`src/rtl/trace_pkg.sv`:
```
// Shared types and default widths for the trace event collector and its FIFO.
package trace_pkg;

  typedef enum logic [1:0] {
    SRC_READ_REQ  = 2'd0,
    SRC_READ_CMP  = 2'd1,
    SRC_WRITE_REQ = 2'd2,
    SRC_THREAD    = 2'd3
  } trace_src_t;

  localparam int unsigned TRACE_NUM_SRC   = 4;
  localparam int unsigned TRACE_PAYLOAD_W = 64;
  localparam int unsigned TRACE_TS_W      = 32;
  localparam int unsigned TRACE_DEPTH     = 16;
  localparam int unsigned TRACE_DROP_W    = 16;
  localparam int unsigned TRACE_SRC_W     = $clog2(TRACE_NUM_SRC);

  typedef struct packed {
    logic [TRACE_TS_W-1:0]      ts;
    logic [TRACE_SRC_W-1:0]     src;
    logic [TRACE_PAYLOAD_W-1:0] payload;
  } trace_record_t;

endpackage

```
`src/rtl/trace_fifo.sv`:
```
// Circular-buffer FIFO of trace records; the head output keeps the last
// popped record while the FIFO is empty.
module trace_fifo
  import trace_pkg::*;
#(
  parameter type         T     = trace_record_t,
  parameter int unsigned DEPTH = TRACE_DEPTH
) (
  input  logic                   clk,
  input  logic                   rst_n,
  input  logic                   i_push,
  input  T                       i_data,
  input  logic                   i_pop,
  output T                       o_data,
  output logic                   o_full,
  output logic                   o_empty,
  output logic [$clog2(DEPTH):0] o_count
);

  localparam int unsigned AW = $clog2(DEPTH);
  localparam logic [AW:0] FULL_CNT = (AW+1)'(DEPTH);

  T              r_mem [DEPTH];
  T              r_last;
  logic [AW-1:0] r_wr_ptr;
  logic [AW-1:0] r_rd_ptr;
  logic [AW:0]   r_count;
  logic          w_do_push;
  logic          w_do_pop;

  assign o_full    = (r_count == FULL_CNT);
  assign o_empty   = (r_count == '0);
  assign o_count   = r_count;
  assign w_do_push = i_push && !o_full;
  assign w_do_pop  = i_pop && !o_empty;

  // Storage is written before the read pointer can reach it, so it needs no reset.
  assign o_data = o_empty ? r_last : r_mem[r_rd_ptr];

  always_ff @(posedge clk) begin
    if (w_do_push) begin
      r_mem[r_wr_ptr] <= i_data;
    end
  end

  always_ff @(posedge clk or negedge rst_n) begin
    if (!rst_n) begin
      r_wr_ptr <= '0;
      r_rd_ptr <= '0;
      r_count  <= '0;
      r_last   <= '0;
    end else begin
      if (w_do_push) begin
        r_wr_ptr <= r_wr_ptr + AW'(1);
      end
      if (w_do_pop) begin
        r_rd_ptr <= r_rd_ptr + AW'(1);
        r_last   <= r_mem[r_rd_ptr];
      end
      case ({w_do_push, w_do_pop})
        2'b10:   r_count <= r_count + (AW+1)'(1);
        2'b01:   r_count <= r_count - (AW+1)'(1);
        default: r_count <= r_count;
      endcase
    end
  end

endmodule

```
`src/rtl/trace_event_collector.sv`:
```
// Trace event front end: per-source timestamped capture, round-robin
// arbitration into a record FIFO, and a saturating drop counter.
module trace_event_collector
  import trace_pkg::*;
#(
  parameter int unsigned NUM_SRC   = TRACE_NUM_SRC,
  parameter int unsigned PAYLOAD_W = TRACE_PAYLOAD_W,
  parameter int unsigned TS_W      = TRACE_TS_W,
  parameter int unsigned DEPTH     = TRACE_DEPTH,
  parameter int unsigned DROP_W    = TRACE_DROP_W
) (
  input  logic                         clk,
  input  logic                         rst_n,
  input  logic [NUM_SRC-1:0]           src_valid,
  input  logic [NUM_SRC*PAYLOAD_W-1:0] src_payload,
  output logic                         out_valid,
  input  logic                         out_ready,
  output logic [TS_W-1:0]              out_ts,
  output logic [$clog2(NUM_SRC)-1:0]   out_src,
  output logic [PAYLOAD_W-1:0]         out_payload,
  output logic [$clog2(DEPTH):0]       fill_level,
  output logic [DROP_W-1:0]            drop_count,
  input  logic                         clear_drops
);

  localparam int unsigned SRC_W  = $clog2(NUM_SRC);
  localparam int unsigned FILL_W = $clog2(DEPTH) + 1;
  localparam int unsigned DN_W   = $clog2(NUM_SRC + 1);
  localparam int unsigned SUM_W  = DROP_W + DN_W;
  localparam logic [DROP_W-1:0] DROP_MAX = '1;

  typedef struct packed {
    logic [TS_W-1:0]      ts;
    logic [SRC_W-1:0]     src;
    logic [PAYLOAD_W-1:0] payload;
  } rec_t;

  logic [TS_W-1:0]      r_ts_cnt;
  logic [NUM_SRC-1:0]   r_hold_v;
  logic [PAYLOAD_W-1:0] r_hold_pl [NUM_SRC];
  logic [TS_W-1:0]      r_hold_ts [NUM_SRC];
  logic [SRC_W-1:0]     r_rr_ptr;
  logic [DROP_W-1:0]    r_drop_cnt;

  logic                 w_full;
  logic                 w_empty;
  logic [FILL_W-1:0]    w_count;
  logic                 w_grant_v;
  logic [SRC_W-1:0]     w_grant;
  logic [SRC_W-1:0]     w_idx;
  logic [NUM_SRC-1:0]   w_gsel;
  logic [NUM_SRC-1:0]   w_take;
  logic [NUM_SRC-1:0]   w_drop;
  logic [DN_W-1:0]      w_drop_n;
  logic [SUM_W-1:0]     w_drop_sum;
  rec_t                 w_push_rec;
  rec_t                 w_head;

  // Round-robin scan from r_rr_ptr; a full FIFO blocks all grants even if
  // the head is being popped this cycle.
  always_comb begin
    w_grant_v = 1'b0;
    w_grant   = '0;
    w_idx     = '0;
    for (int unsigned k = 0; k < NUM_SRC; k++) begin
      w_idx = SRC_W'((32'(r_rr_ptr) + k) % NUM_SRC);
      if (!w_grant_v && !w_full && r_hold_v[w_idx]) begin
        w_grant_v = 1'b1;
        w_grant   = w_idx;
      end
    end
  end

  // A held source may only take a new event in the cycle its hold is granted away.
  always_comb begin
    w_gsel   = '0;
    w_take   = '0;
    w_drop   = '0;
    w_drop_n = '0;
    for (int unsigned i = 0; i < NUM_SRC; i++) begin
      w_gsel[i] = w_grant_v && (w_grant == SRC_W'(i));
      w_take[i] = src_valid[i] && (!r_hold_v[i] || w_gsel[i]);
      w_drop[i] = src_valid[i] && !w_take[i];
      w_drop_n  = w_drop_n + DN_W'(w_drop[i]);
    end
  end

  assign w_drop_sum = SUM_W'(r_drop_cnt) + SUM_W'(w_drop_n);
  assign w_push_rec = '{ts: r_hold_ts[w_grant], src: w_grant, payload: r_hold_pl[w_grant]};

  always_ff @(posedge clk or negedge rst_n) begin
    if (!rst_n) begin
      r_hold_v <= '0;
      for (int unsigned i = 0; i < NUM_SRC; i++) begin
        r_hold_pl[i] <= '0;
        r_hold_ts[i] <= '0;
      end
    end else begin
      for (int unsigned i = 0; i < NUM_SRC; i++) begin
        if (w_take[i]) begin
          r_hold_v[i]  <= 1'b1;
          r_hold_pl[i] <= src_payload[i*PAYLOAD_W +: PAYLOAD_W];
          r_hold_ts[i] <= r_ts_cnt;
        end else if (w_gsel[i]) begin
          r_hold_v[i]  <= 1'b0;
        end
      end
    end
  end

  always_ff @(posedge clk or negedge rst_n) begin
    if (!rst_n) begin
      r_ts_cnt   <= '0;
      r_rr_ptr   <= '0;
      r_drop_cnt <= '0;
    end else begin
      r_ts_cnt <= r_ts_cnt + TS_W'(1);
      if (w_grant_v) begin
        r_rr_ptr <= (w_grant == SRC_W'(NUM_SRC - 1)) ? '0 : w_grant + SRC_W'(1);
      end
      if (clear_drops) begin
        r_drop_cnt <= '0;
      end else if (w_drop_sum > SUM_W'(DROP_MAX)) begin
        r_drop_cnt <= DROP_MAX;
      end else begin
        r_drop_cnt <= DROP_W'(w_drop_sum);
      end
    end
  end

  trace_fifo #(
    .T     (rec_t),
    .DEPTH (DEPTH)
  ) u_fifo (
    .clk     (clk),
    .rst_n   (rst_n),
    .i_push  (w_grant_v),
    .i_data  (w_push_rec),
    .i_pop   (out_ready),
    .o_data  (w_head),
    .o_full  (w_full),
    .o_empty (w_empty),
    .o_count (w_count)
  );

  assign out_valid   = !w_empty;
  assign out_ts      = w_head.ts;
  assign out_src     = w_head.src;
  assign out_payload = w_head.payload;
  assign fill_level  = w_count;
  assign drop_count  = r_drop_cnt;

endmodule

```
`config.mk`:
```
export PLATFORM = sky130hd
export DESIGN_NAME = trace_event_collector
export DESIGN_NICKNAME = d
export VERILOG_FILES = /design/src/rtl/trace_pkg.sv /design/src/rtl/trace_fifo.sv /design/src/rtl/trace_event_collector.sv
export SDC_FILE = /design/constraint.sdc
export NUM_CORES = 2
export LEC_CHECK = 0
export ABC_AREA = 1
export ABC_CLOCK_PERIOD_IN_PS = 13150
export CAP_MARGIN = 10
export CORE_UTILIZATION = 35
export CTS_BUF_LIST = sky130_fd_sc_hd__clkbuf_16
export DETAILED_ROUTE_END_ITERATION = 10
export PLACE_DENSITY_LB_ADDON = 0.15
export SLEW_MARGIN = 5
export SYNTH_ARGS = -nofsm -noshare
export SYNTH_HDL_FRONTEND = slang
export SYNTH_HIERARCHICAL = 1
export SYNTH_SLANG_ARGS = --single-unit
```
`constraint.sdc`:
```
create_clock -name clk -period 13.15 [get_ports clk]
set_clock_uncertainty 0.2 [all_clocks]
set_input_delay 1.9725 -clock clk [delete_from_list [all_inputs] [get_ports clk]]
set_output_delay 1.9725 -clock clk [all_outputs]
set_load 0.05 [all_outputs]
```
# == After elaboration in Yosys (flattened, before gate mapping) ==
# Memory sizes are Yosys's and may differ from the RTL's.
# Cells that the tools add are included.
# totals
wordCells,130
register_bits,549
n_memories,1
inputBits,264
mem_bits_rw,1568
out_inout_bits,120
# memory_table
memory,depth,word_bits,rd,rd_ports_with_merged_regs,wr,line,rtl
u_fifo.r_mem,16,98,1,0,1,trace_fifo.sv:23,T r_mem [DEPTH];
# classes
reduce_logical,45
muxes,37
n_eq_ne,6
n_addsub,13
magnitude_cmp,6
bitwise,1
# op_table
operator,count
$bmux W64 S2,1
$mux W64,2
$mux W98,1
$bmux W32 S2,1
$mux W32,2
$add A32 B1 Y32 const B,1
$mux W16,2
$logic_and A1 B1 Y1,21
$mux W1,18
$add A16 B3 Y17,1
$gt A17 B16 Y1 const B,1
$logic_not A1 Y1,13
$lt A2 B3 Y1 const B,4
$mux W2,5
$pmux W5 S2,1
$reduce_bool A2 Y1,5
$add A4 B1 Y4 const B,2
$bmux W1 S2,4
$eq A2 B2 Y1 const B,3
$add A5 B1 Y5 const B,1
$eq A5 B5 Y1 const B,1
$logic_not A5 Y1,1
$sub A5 B1 Y5 const B,1
$add A2 B1 Y2 const B,2
9 further kinds,14

# == Depth between registers and ports, before layout ==
# depth
word_depth,29
mapped_depth,31
mapped_depth_nobuf,29

# == By module ==
# Netlist, hierarchy kept.
# by_module_without_submodules
mod,seq_area_each_um2,cells_each,n_inst,area_each_um2
trace_fifo,49862.8,7148,1,72368.2
trace_event_collector,10960.5,2682,1,20801.2

# == Worst setup path before layout ==
# Ideal clock, no wire load.
# synth_timing
path_kind,flip-flop to flip-flop
startpoint,reg u_fifo.r_count[1] (netlist: u_fifo/o_count[1])
endpoint,mem u_fifo/r_mem[0][0] in the netlist's numbering (enable)
path_slack_ps,6672
arrival_ps,5723
path_stages_with_launch,9
path_buffers,0
cell_sequence,dfrtp_1 -> nor2_1 -> nand3_1 -> inv_1 -> a41oi_4 -> nand2_1 -> inv_1 -> nand2_1 -> nor2_1
# synth_via
elab_chain_cells,19
# synth_rtl
element,line,rtl
"start, declared",trace_fifo.sv:27,logic [AW:0] r_count;
"start signal, assigned",trace_fifo.sv:61,2'b10: r_count <= r_count + (AW+1)'(1);
"start signal, assigned",trace_fifo.sv:62,2'b01: r_count <= r_count - (AW+1)'(1);
"start signal, assigned",trace_fifo.sv:63,default: r_count <= r_count;
$eq A5 B5 Y1 *,trace_fifo.sv:31,assign o_full = (r_count == FULL_CNT);
named net w_full,trace_event_collector.sv:45,logic w_full;
$logic_not A1 Y1 *,trace_event_collector.sv:67,if (!w_grant_v && !w_full && r_hold_v[w_idx]) begin
$logic_and A1 B1 Y1,trace_event_collector.sv:67,
$mux W1,trace_event_collector.sv:67,
$logic_not A1 Y1,trace_event_collector.sv:67,
$logic_and A1 B1 Y1 (2 in series),trace_event_collector.sv:67,
$mux W1,trace_event_collector.sv:67,
(+3 left out),--,
$mux W1,trace_event_collector.sv:67,
$logic_not A1 Y1,trace_event_collector.sv:67,
$logic_and A1 B1 Y1 (2 in series),trace_event_collector.sv:67,
$mux W1 *,trace_event_collector.sv:67,
named net w_grant_v,trace_event_collector.sv:48,logic w_grant_v;
$logic_and A1 B1 Y1 *,trace_fifo.sv:34,assign w_do_push = i_push && !o_full;
$mux W1 *,trace_fifo.sv:41,if (w_do_push) begin
$mux W1 (not written as such) *,trace_fifo.sv:42,r_mem[r_wr_ptr] <= i_data;
"end, declared",trace_fifo.sv:23,
# The timed path passes the listed nets; every way through them passes the cells marked *.

# == Final worst setup path ==
# layout_timing
startpoint,reg u_fifo.r_rd_ptr[0]
endpoint,out out_payload[3]
# layout_via
elab_chain_cells,2
# layout_rtl
element,line,rtl
"start, declared",trace_fifo.sv:26,logic [AW-1:0] r_rd_ptr;
"start signal, assigned",trace_fifo.sv:57,r_rd_ptr <= r_rd_ptr + AW'(1);
$mem_v2 Z16 W98,--,
$mux W98,trace_fifo.sv:38,assign o_data = o_empty ? r_last : r_mem[r_rd_ptr];
"end, declared",trace_event_collector.sv:20,"output logic [PAYLOAD_W-1:0] out_payload,"
# No other way between the ends.

==> flow_metrics.tcl <==
set metrics [dict create \
    worst_slew_margin_rel_pct 15.6 \
    postSynth.asyncResetShare_pct 25.9 \
    cts-root-to-sink-buffers 3 \
    rsz0062_at_grt "no" \
    vias 67400 \
    grt_pass1_wl_mm 438 \
    status "finished clean" \
    achievable_frequency_ghz 0.128 \
    mappedNetlistNets 10100 \
    finalWeightedCongestion 0.790 \
    dp.final_hpwl_mm 159 \
    synth_top_cells_by_count "3841 x sky130_fd_sc_hd__nand2_1, 1568 x sky130_fd_sc_hd__edfxtp_1, 1525 x sky130_fd_sc_hd__nand3_1" \
    timing.critical_path.slowest_cell_delay_ps 820 \
    drt_first_pass_iters 6 \
    worst_hold_slack_ps 265 \
    timing.critical_path.required_ps 10980 \
    io_pins 384 \
    grt_max_degree 214 \
    worstSetupEndpointType "output port" \
    core-area_sq_mm 0.265 \
    library_cell_with_the_highest_instance_count_after_synthesis "sky130_fd_sc_hd__nand2_1" \
    crit_path_top_delay_cell "sky130_fd_sc_hd__clkdlybuf4s50_1" \
    seq_area_frac_synth_pct 65.3 \
    finalMaxSlewViolations 0 \
    syn-cell-area_sq_mm 0.0932 \
    ys_top_cells_by_area "sky130_fd_sc_hd__edfxtp_1 51%, sky130_fd_sc_hd__nand2_1 15%, sky130_fd_sc_hd__dfrtp_1 15%" \
    routed_wire_length_per_instance_um 21.5 \
    syn_to_final_growth_pct 15.8 \
    post_cts_resize_count 0 \
    max_cap_violations 0 \
    cts_hold_buffers 0 \
    drt-initial-drc-count 5891 \
    globalRoute.totalOverflow 0 \
    route.final.wire_length_mm 296 \
    cts_root_buf "sky130_fd_sc_hd__clkbuf_16" \
    finalHoldViolations 0 \
    drc 0 \
    dominantRegCellSynth "sky130_fd_sc_hd__edfxtp_1" \
    final_setup_fails 0 \
    synth.avg_cell_area_sq_um 9.48 \
    floorplan.die_area_sq_mm 0.268 \
    timing.critical_path.arrival_ps 5660 \
    final_net_count 10300 \
    tritoncts.num_buffers 226 \
    final.min_clock_period_ps 7830 \
    min_path_type "register to register" \
    synth-warning-count 6 \
    worstMarginPinSlew_ps 1270 \
    finalCritPeriodShare_pct 59.6 \
    fin_tns_setup_ps 0 \
    post_synth_edffs 1568 \
    cts_htree_levels 4 \
    row_count 189 \
    start_util_pct 35.2 \
    vias_in_the_first_global_route 65200 \
    die_width_um 518 \
    timing.critical_path.mode_cell "sky130_fd_sc_hd__nand2_1" \
    setup.worst_path.start_class "register" \
    utilization_pct 40.7 \
    timing.setup.critical_path_class "register to output port" \
    post_synth_inst_count 9830 \
    antenna_violations_before_repair 28 \
    layout-drive-gt1-share_pct 5.42 \
    cts_setup_buffers 0 \
    port_buffers 383 \
    tritoncts_clock_tree "done" \
    vias_per_cell 4.89 \
    yosysTopAreaCellShare_pct 50.5 \
    track_usage_pct 21.8 \
    synth.largest_area_cell "sky130_fd_sc_hd__edfxtp_1" \
    synth_cell_types 38 \
    layout.filler_cells 26000 \
    floorplan.die.height_um 518 \
    path_clk_slew_ps 60 \
    drtAntennaViolNets 0 \
    path_cells "inv_8, buf_4, buf_4, nand2_1, nand2_1, nand2_1, nand3_1, nand3_1, nand2_1, nand2_1, nand2_1, clkdlybuf4s50_1" \
    total_number_of_clock_tree_sinks 2117 \
    cp_max_fo 109 \
    insertion_delay_ps 880 \
    ys_ff_latch 2117 \
]
==> worst max-delay path, delay by kind of cell, from the launching register on <==
family	cells	cell delay [ps]
buf+inv	4	2870
simple gates	8	860
flops	1	790
==> per-stage QoR <==
step | setup slack [ps] | std cells | area (sq um)
final | 5320 | 13800 | 108000
after global routing | 4950 | 13800 | 108000
after CTS | 5210 | 13800 | 108000
after global placement | 6180 | 13300 | 100000
after floorplan | 6670 | 9830 | 93200
after detailed placement | 6210 | 13300 | 100000
==> kinds of logic after synthesis <==
| logic type | Yosys count | synth area share (%) |
|---|---|---|
| flops | 2117 | 65.3 |
| compound gates | 288 | 1.58 |
| xor+xnor | 50 | 0.470 |
| fa+ha+maj | 16 | 0.239 |
| buf+inv | 1815 | 7.90 |
| simple gates | 5544 | 24.5 |
==> routing by layer <==
| layer | part of all wire [%] | vias to the layer above | track usage, % |
|---|---|---|---|
| li1 | - | 31900 | - |
| met1 | 47 | 33000 | 31.6 |
| met2 | 45 | 2058 | 34.5 |
| met3 | 6.1 | 370 | 3.15 |
| met4 | 1.9 | 22 | 4.78 |
| met5 | 0.050 | - | 0 |
==> final timing paths <==
| path | start | endpoint | slack, ps | depth (start not counted) |
|---|---|---|---|---|
| setup / recovery | u_fifo/r_rd_ptr[0] | out_payload[3] | 5320 | 12 |
| hold / removal | r_hold_ts[63] | r_hold_ts[63] | 270 | 2 |
| setup reg to reg | u_fifo/o_count[1] | drop_count[13] | 6920 | 29 |
| hold reg to reg | r_hold_ts[63] | r_hold_ts[63] | 270 | 2 |
| max in group asynchronous | rst_n | r_hold_pl[232] | 9470 | 3 |
| min in group asynchronous | rst_n | r_hold_ts[87] | 980 | 1 |
==> final cells by class <==
| type | count | area, sq um | share of cell area, % |
|---|---|---|---|
| antenna | 14 | 35.0 | 0.0325 |
| inverter | 1264 | 4790 | 4.44 |
| sequential | 2117 | 60800 | 56.4 |
| tap | 3533 | 4420 | 4.10 |
| clock inverter | 196 | 1480 | 1.37 |
| timing repair buffer | 535 | 5180 | 4.81 |
| multi-input combinational | 5898 | 25300 | 23.5 |
| clock buffer | 232 | 5810 | 5.38 |
==> registers in the layout, summed over array words and instances (netlist names) <==
register         flops
u_fifo/r_rd_ptr      4
r_hold_ts          128
r_rr_ptr             2
u_fifo/r_last       98
r_hold_v             4
u_fifo/r_mem      1568
u_fifo/o_count       5
r_ts_cnt            32
r_hold_pl          256
drop_count          16
u_fifo/r_wr_ptr      4
==> placed cells by master (no fill, tap or decap), drive strengths merged <==
master / netlist / layout
o22ai: 1 / 1
nand2: 3854 / 3854
nor3: 12 / 12
diode: 0 / 14
xor2: 47 / 47
o21bai: 1 / 1
edfxtp: 1568 / 1568
ha: 13 / 13
inv: 1263 / 1331
clkinv: 1 / 102
dfrtp: 549 / 549
nor2: 136 / 136
clkinvlp: 0 / 6
clkdlybuf4s50: 0 / 378
nor4: 6 / 6
o21ai: 268 / 268
o311a: 1 / 1
a41oi: 1 / 1
a21oi: 15 / 15
or2: 1 / 1
nand4: 8 / 8
bufinv: 0 / 21
nand3: 1526 / 1526
fa: 3 / 3
buf: 401 / 157
nand3b: 1 / 1
xnor2: 3 / 3
clkbuf: 150 / 232
a21boi: 1 / 1
Power is not shown: default switching activity piles up to over one toggle a cycle in this logic, so the estimate is an artifact.
